`src/rtl/ecc_drain_pkg.sv`:
```
// Shared defaults and types for the ECC FIFO read-side drain stage.
package ecc_drain_pkg;

  localparam int DW        = 10;
  localparam int BUF_DEPTH = 2;
  localparam int CNT_W     = 16;
  localparam int IDLE_THR  = 3;

  typedef logic [DW-1:0] data_t;

endpackage

```
`src/rtl/ecc_skid_buf.sv`:
```
// Two-entry circular skid buffer that soaks up the FIFO's one-cycle read
// latency. A simultaneous push and pop keeps the occupancy and advances
// both pointers; at full occupancy head equals tail, so the incoming word
// overwrites the slot that is being popped in the same cycle.
module ecc_skid_buf #(
  parameter int DW = ecc_drain_pkg::DW
) (
  input  logic          clk,
  input  logic          reset_n,
  input  logic          push,
  input  logic          pop,
  input  logic [DW-1:0] din,
  output logic [DW-1:0] dout,
  output logic [1:0]    count
);

  import ecc_drain_pkg::*;

  localparam logic [1:0] FULL = 2'(BUF_DEPTH);

  logic [DW-1:0] mem [2];
  logic          head;
  logic          tail;

  assign dout = mem[head];

  // Storage, pointers and occupancy; everything is discarded on reset.
  always_ff @(posedge clk or negedge reset_n) begin
    if (!reset_n) begin
      mem[0] <= '0;
      mem[1] <= '0;
      head   <= 1'b0;
      tail   <= 1'b0;
      count  <= 2'd0;
    end else begin
      if (push) begin
        mem[tail] <= din;
        tail      <= ~tail;
      end
      if (pop) begin
        head <= ~head;
      end
      case ({push, pop})
        2'b10:   count <= count + 2'd1;
        2'b01:   count <= count - 2'd1;
        default: count <= count;
      endcase
    end
  end

  // The read-credit rule upstream must never let a word arrive into a full buffer.
  a_no_overflow: assert property (@(posedge clk) disable iff (!reset_n)
    !(push && !pop && (count == FULL)));

  // The consumer handshake only pops when a word is present.
  a_no_underflow: assert property (@(posedge clk) disable iff (!reset_n)
    !(pop && (count == 2'd0)));

endmodule

```
`src/rtl/ecc_fifo_drain.sv`:
```
// Read-side drain for the Hamming-ECC FIFO: issues read requests only when
// the skid buffer is guaranteed room for the returning word, delivers words
// on a valid/ready stream, and reports quiesce and a delivered-word count.
module ecc_fifo_drain #(
  parameter int DW        = ecc_drain_pkg::DW,
  parameter int BUF_DEPTH = ecc_drain_pkg::BUF_DEPTH,
  parameter int CNT_W     = ecc_drain_pkg::CNT_W,
  parameter int IDLE_THR  = ecc_drain_pkg::IDLE_THR
) (
  input  logic             clk,
  input  logic             reset_n,
  input  logic             i_enable,
  input  logic             i_fifo_empty,
  output logic             o_fifo_rreq,
  input  logic [DW-1:0]    i_fifo_data,
  output logic             o_valid,
  input  logic             i_ready,
  output logic [DW-1:0]    o_data,
  output logic             o_idle,
  output logic [CNT_W-1:0] o_word_cnt
);

  import ecc_drain_pkg::*;

  localparam logic [1:0] IDLE_MAX = 2'(IDLE_THR);

  logic [1:0] count;
  logic       inflight;
  logic       pop;
  logic [2:0] pending;
  logic [1:0] idle_cnt;
  logic       busy;

  assign o_valid = (count != 2'd0);
  assign pop     = o_valid & i_ready;

  // Words already owned by this stage after this cycle: buffered plus the
  // one in flight, minus the one leaving now. A pop frees a slot in the
  // same cycle, which is what lets streaming run at one word per clock.
  assign pending = 3'(count) + 3'(inflight) - 3'(pop);

  // Held low during reset so no read is launched while state is cleared.
  assign o_fifo_rreq = reset_n & i_enable & ~i_fifo_empty &
                       (pending < 3'(BUF_DEPTH));

  assign busy   = o_fifo_rreq | inflight | (count != 2'd0);
  assign o_idle = (idle_cnt == IDLE_MAX);

  ecc_skid_buf #(
    .DW(DW)
  ) u_skid (
    .clk     (clk),
    .reset_n (reset_n),
    .push    (inflight),
    .pop     (pop),
    .din     (i_fifo_data),
    .dout    (o_data),
    .count   (count)
  );

  // A read issued this cycle returns data next cycle; remember it so the word is captured.
  always_ff @(posedge clk or negedge reset_n) begin
    if (!reset_n) begin
      inflight <= 1'b0;
    end else begin
      inflight <= o_fifo_rreq;
    end
  end

  // Count consecutive quiet cycles, saturating at the threshold.
  always_ff @(posedge clk or negedge reset_n) begin
    if (!reset_n) begin
      idle_cnt <= 2'd0;
    end else if (busy) begin
      idle_cnt <= 2'd0;
    end else if (idle_cnt != IDLE_MAX) begin
      idle_cnt <= idle_cnt + 2'd1;
    end
  end

  // Running count of delivered words, wrapping silently.
  always_ff @(posedge clk or negedge reset_n) begin
    if (!reset_n) begin
      o_word_cnt <= '0;
    end else if (pop) begin
      o_word_cnt <= o_word_cnt + 1'b1;
    end
  end

endmodule
```
`config.mk`:
```
export PLATFORM = sky130hd
export DESIGN_NAME = ecc_fifo_drain
export DESIGN_NICKNAME = d
export VERILOG_FILES = /design/src/rtl/ecc_drain_pkg.sv /design/src/rtl/ecc_skid_buf.sv /design/src/rtl/ecc_fifo_drain.sv
export SDC_FILE = /design/constraint.sdc
export NUM_CORES = 1
export LEC_CHECK = 0
export ABC_AREA = 1
export ABC_CLOCK_PERIOD_IN_PS = 1720
export BUFFER_PORTS_ARGS = -buffer_cell sky130_fd_sc_hd__clkbuf_2
export CAP_MARGIN = 20
export CORE_AREA = 2 2 67 69
export CTS_BUF_LIST = sky130_fd_sc_hd__clkbuf_8
export DETAILED_ROUTE_END_ITERATION = 10
export DIE_AREA = 0 0 69 71
export GPL_TIMING_DRIVEN = 0
export PLACE_DENSITY = 0.79
export REMOVE_ABC_BUFFERS = 1
export SYNTH_ARGS = -nofsm -noshare
export SYNTH_HDL_FRONTEND = slang
export SYNTH_SLANG_ARGS = --single-unit
```
`constraint.sdc`:
```
create_clock -name clk -period 1.72 [get_ports clk]
set_input_delay 0 -clock clk [delete_from_list [all_inputs] [get_ports clk]]
set_output_delay 0 -clock clk [all_outputs]
set_load 0.005 [all_outputs]
```
Word level (Yosys, flattened, before mapping)
Cells that the tools add are included.

word-level totals
  output and inout bits = 29
  word-level logic and storage cells = 46
  register bits = 43

cells by class
  reduce and logical (&&, ||, !) cells = 4
  add/subtract/negate cells = 6
  bitwise gates (word level) = 11
  magnitude comparators = 4
  equal/unequal tests = 4
  muxes and demuxes = 9

operators with widths
  operator               number
  $mux 10                4
  $bwmux 20              1
  $add 16x1->16 const B  1
  $demux 10 s1           1
  $reduce_bool 2->1      3
  $add 2x1->2 const B    2
  $and 1x1->1            4
  $eq 2x2->1 const B     2
  $ge 2x2->1 const B     2
  $mux 2                 2
  $not 1->2              2
  $pmux 2 s2             1
  $add 2x1->3            1
  $lt 3x2->1 const B     1
  $not 1->1              3
  $sub 3x1->3            1
  $eq 2x1->1 const B     1
  $lt 2x1->1 const B     1
  $ne 2x2->1 const B     1
  $or 1x1->1             2
  $sub 2x1->2 const B    1
  $logic_and 1x1->1      1

Longest topological paths before layout
  depth in word-level cells = 8
  mapped depth = 11
  depth with buffers taken out = 11

By module
Synthesis repeated with hierarchy kept, for this count alone.

second synthesis, totals
  cell total of the unflattened synthesis = 253
  area total of the unflattened synthesis = 2,194.6 um^2

modules (own cells, without submodules)
  module          times used  area an instance (um^2)  cells each
  ecc_skid_buf    1           1,109.8                  128
  ecc_fifo_drain  1           1,084.8                  125

Worst setup path after synthesis
Ideal clock, no wire load.

  path type = register to register
  from = register u_skid.count[1]
  to = register idle_cnt[1]
  setup time = 120 ps
  path buffers = 0
  cell stages (with the launch flop) = 12
  data required time = 1,600 ps
  period minus slack after synthesis = 1,835 ps
  setup slack = -115 ps
  data arrival time = 1,716 ps
  path through = dfrtp_1 nor2_2 nor2_4 nand2_1 o21ai_1 nand2_1 fa_1 xor2_1 nor2_1 nand2_1 nand3_1 nor2_1

between the ends
  longest elaborated chain between the ends = 8

ends and longest elaborated chain
  item                                                 line                  source
  start, declared                                      ecc_skid_buf.sv:14    output logic [1:0] count
  start signal, assigned                               ecc_skid_buf.sv:44    2'b10: count <= count + 2'd1;
  start signal, assigned                               ecc_skid_buf.sv:45    2'b01: count <= count - 2'd1;
  start signal, assigned                               ecc_skid_buf.sv:46    default: count <= count;
  branches (longest 6 deep; another with $add 2x1->3)  n/a
  $or 1x1->1 (*)                                       ecc_fifo_drain.sv:46  assign busy = o_fifo_rreq | inflight | (count != 2'd0);
  $mux 2 or $reduce_bool 2->1 (tied branches)          n/a
  end signal, assigned                                 ecc_fifo_drain.sv:77  idle_cnt <= idle_cnt + 2'd1;
  end, declared                                        ecc_fifo_drain.sv:31  logic [1:0] idle_cnt;

Every way passes the cells marked *.
A chain may end at the register's enable or synchronous reset.

Final worst setup path
  from = register u_skid.count[0]
  to = output port o_fifo_rreq

between the ends
  longest elaborated chain between the ends = 5

ends and longest elaborated chain
  item                                                 line                  source
  branches (longest 2 deep; another with $add 2x1->3)  n/a
  $sub 3x1->3 (*)                                      ecc_fifo_drain.sv:40  assign pending = 3'(count) + 3'(inflight) - 3'(pop);
  $lt 3x2->1 (*)                                       ecc_fifo_drain.sv:44  (pending < 3'(BUF_DEPTH));
  $and 1x1->1 (*)                                      ecc_fifo_drain.sv:43  assign o_fifo_rreq = reset_n & i_enable & ~i_fifo_empty &
  end, declared                                        ecc_fifo_drain.sv:14  output logic o_fifo_rreq,

Marked as above.

==> impl_metrics.env <==
export IMPL_status="finished, violations left"
export IMPL_violations="negative setup slack"
export IMPL_ir_worst_vdd_v=0.000740
export IMPL_synth_top_family_by_area="simple AND/OR/NAND/NOR gates"
export IMPL_synth_top_area_share_pct=53.0
export IMPL_yosysWarnings=0
export IMPL_dpl_worst_slack_ns=-0.317
export IMPL_power_uw=3800
export IMPL_crit_buf_inv=4
export IMPL_internal_power_uw=2480
export IMPL_combPwrFrac_pct=35.7
export IMPL_yosys_area_top_type="dfrtp_1"
export IMPL_nets=328
export IMPL_postSynthCellCount=244
export IMPL_crit_fanout=3
export IMPL_first_global_vias=1652
export IMPL_place_gp_congestion=0.851
export IMPL_end_kind="output port"
export IMPL_drt_iter0_drc=133
export IMPL_grt_max_degree=45
export IMPL_place_inst=333
export IMPL_drv_cap=0
export IMPL_drive_gt1_share_pct=25.7
export IMPL_cts_buffers_inserted=5
export IMPL_hold_viol_final=0
export IMPL_setup_viol_count_final=3
export IMPL_cp_cell_sequence="inv_1, nand2_2, o21ai_2, nand2_1, fa_2, inv_2, nor2_4, nand2_2, inv_2, buf_6"
export IMPL_fill_cells=356
export IMPL_clock_latency_ns=0.29
export IMPL_synth_cell_types=23
export IMPL_synth_xor_area_share_pct=6.47
export IMPL_arrival_ns=2.03
export IMPL_syn_cell_area_um2=2030
export IMPL_pwr_share_seq_pct=43.1
export IMPL_ctsHtreeMaxLevel=2
export IMPL_avgSynthCellArea_um2=8.33
export IMPL_clockPowerShare_pct=21.2
export IMPL_worst_setup_path_type="register to output port"
export IMPL_wire_per_inst_um=11.9
export IMPL_final_cells=363
export IMPL_cts_root_buffer="clkbuf_8"
export IMPL_grt_ovfl_total=0
export IMPL_synth_seq_area_share_pct=53.0
export IMPL_final_util_pct=63.6
export IMPL_ios=44
export IMPL_cts_tree="built"
export IMPL_dieWidth_um=69
export IMPL_crit_family="adder cells"
export IMPL_p_sw_share_pct=34.7
export IMPL_switchingPower_uw=1320
export IMPL_drv_slew=0
export IMPL_synth_compound_area_share_pct=5.91
export IMPL_antenna_cells=0
export IMPL_die_y_um=71
export IMPL_synth_main_ff_cell="dfrtp_1"
export IMPL_power_density_nw_per_um2=1420
export IMPL_multi_input_area_um2=847
export IMPL_dp_hpwl_um=2790
export IMPL_ys_top_cells_by_area="dfrtp_1 (53%), nand2_1 (15%), inv_1 (6.3%), xor2_1 (6.0%), o21ai_0 (4.9%)"
export IMPL_fin_crit_sh_pct=118
export IMPL_vias=1714
export IMPL_start_util_pct=48.3
export IMPL_worstHoldPathType="primary input to register"
export IMPL_cts_sinks=43
export IMPL_rsz0062_at_grt="true"
export IMPL_finalSetupTns_ns=-0.823
export IMPL_antenna_found_initial=0
export IMPL_tightest_slew_ns=0.608
export IMPL_synth_common_cells="nand2_1 (82), dfrtp_1 (43), inv_1 (34), o21ai_0 (20)"
export IMPL_skew_ns=0.00263
export IMPL_p_leak_uw=0.00148
export IMPL_postRouteAntennaNets=0
export IMPL_ff_latch_area_um2=1080
export IMPL_cp_start_kind="register"
export IMPL_synth_simple_gate_area_share_pct=24.3
export IMPL_synth_edf_count=0
export IMPL_io_buffers=43
export IMPL_core_area_um2=4200
export IMPL_ys_ff_latch=43
export IMPL_clkTransAtPathRegs_ns=0.08
export IMPL_finalCriticalPeriod_ns=2.03
export IMPL_relSlewSlack_pct=59.4
export IMPL_critical_path_required_ns=1.72
export IMPL_slowest_stage="fa_2"
export IMPL_fmax_mhz=494
export IMPL_area_growth_syn_to_layout_pct=31.7
export IMPL_async_flop_share_pct=100
export IMPL_post_route_drc_count=0
export IMPL_synth_fa_ha_area_share_pct=2.22
export IMPL_grt_use_total_pct=19.1
export IMPL_drt_wl_total_um=4310
export IMPL_synth_mux_area_share_pct=0.493
export IMPL_yosysMostFrequentCell="nand2_1"
export IMPL_grt_pass1_wl_um=7480
export IMPL_firstDrtPassIters=4
export IMPL_setup_slack_ns=-0.306
export IMPL_cts_max_path_buffers=2
export IMPL_routed_via_density=4.72
export IMPL_slowest_delay_ns=0.53
export IMPL_fp_row_count=24
export IMPL_design_die_area_um2=4900
## kinds of logic (layout without fill, tap and decap cells)
family                   Yosys count  after routing
flip-flops                        43             43
buffers and inverters             41            108
XOR/XNOR                          15             15
multiplexers                       1              1
AO/OA/AOI/OAI                     24             24
AND/OR/NAND/NOR                  117            117
adder cells (fa/ha/maj)            3              3
## layout by cell type, fill, tap and decap left out
| master | netlist | layout |
|---|---|---|
| a21oi_1 | 1 | 1 |
| buf_12 | 0 | 1 |
| buf_4 | 0 | 7 |
| buf_6 | 0 | 3 |
| bufinv_16 | 0 | 1 |
| clkbuf_2 | 0 | 42 |
| clkbuf_8 | 0 | 6 |
| clkinv_2 | 0 | 1 |
| dfrtp_1 | 43 | 42 |
| dfrtp_2 | 0 | 1 |
| dlygate4sd3_1 | 0 | 12 |
| fa_2 | 0 | 1 |
| ha_1 | 2 | 2 |
| inv_1 | 34 | 32 |
| inv_2 | 1 | 3 |
| mux2i_1 | 1 | 1 |
| nand2_1 | 82 | 80 |
| nand2_2 | 0 | 2 |
| nand3_1 | 8 | 7 |
| nand3_2 | 2 | 2 |
| nand3_4 | 0 | 1 |
| nand3b_1 | 1 | 1 |
| nand4_1 | 3 | 3 |
| nor2_1 | 14 | 12 |
| nor2_2 | 4 | 4 |
| nor2_4 | 1 | 3 |
| nor3_1 | 1 | 1 |
| o21ai_0 | 20 | 20 |
| o21ai_1 | 3 | 2 |
| o21ai_2 | 0 | 1 |
| or2_1 | 1 | 1 |
| xnor2_1 | 1 | 1 |
| xor2_1 | 14 | 13 |
| xor2_2 | 0 | 1 |
## power groups by stage
stage                     Sequential (uW)  Clock [uW]  Combinational (uW)
after floorplan                      1590           0                 710
after global placement               1630           0                1090
after detailed placement             1650           0                1130
after CTS                            1630         826                1250
after global routing                 1690         855                1570
final                                1640         806                1360
## path summary, 6_finish.rpt
check | start | endpoint | slack, ns | depth (start not counted)
worst max-delay path | u_skid.count[0] | o_fifo_rreq | -0.31 | 10
worst min-delay path | i_enable | inflight | 0.05 | 5
worst max register to register | u_skid.count[0] | idle_cnt[0] | -0.26 | 12
worst min register to register | u_skid.mem[12] | u_skid.mem[12] | 0.49 | 2
max in group asynchronous | reset_n | u_skid.count[1] | 1.18 | 3
min in group asynchronous | reset_n | u_skid.mem[11] | 0.08 | 2
## stage by stage
step / hold WS (ns) / instance area, um2
2_1_floorplan: -0.296 / 2010
3_3_place_gp: 0.239 / 2290
3_5_place_dp: 0.244 / 2290
4_1_cts: -0.0783 / 2580
5_1_grt: 0.0596 / 2680
6_report: 0.0500 / 2680
## layer usage
metal | routed length, um | global-route usage (%) | vias up | part of all wire, %
met1 | 1940 | 25.3 | 794 | 45
met2 | 2100 | 30.0 | 39 | 49
met3 | 192 | 4.84 | 8 | 4.5
met4 | 70 | 8.06 | 0 | 1.6
met5 | 0 | 0 | - | 0
li1 | - | - | 873 | -
## timing repair
| action | in CTS | in global routing |
|---|---|---|
| endpoints found under the setup margin | 4 | 4 |
| hold buffers | 11 | 1 |
| hold endpoints to repair | 64 | 43 |
| pin swaps | 3 | 3 |
| buffers inserted | 6 | 3 |
| gates resized for setup | 7 | 10 |
## final cells by class
class / count / share of cell area [%]
repair buffers: 65 / 16.3
multi-input cells: 160 / 31.7
clock buffers: 6 / 3.09
well taps: 52 / 2.43
inverters: 35 / 4.91
flip-flops and latches: 43 / 40.3
clock inverters: 2 / 1.31
## worst register-to-register path, cell delays in order (launching register included)
cell	delay, ns
dfrtp_1	0.42
inv_1	0.14
nand2_2	0.09
o21ai_2	0.08
nand2_1	0.08
fa_2	0.53
inv_2	0.04
nor2_4	0.08
nand2_2	0.08
buf_6	0.12
buf_6	0.11
nand3_4	0.05
nor2_1	0.04
## registers in the layout, summed over array words and instances (netlist names)
name	flops
u_skid.mem	20
o_word_cnt	16
idle_cnt	2
u_skid.count	2
inflight	1
u_skid.head	1
u_skid.tail	1
(Power assumes the default switching activity.)
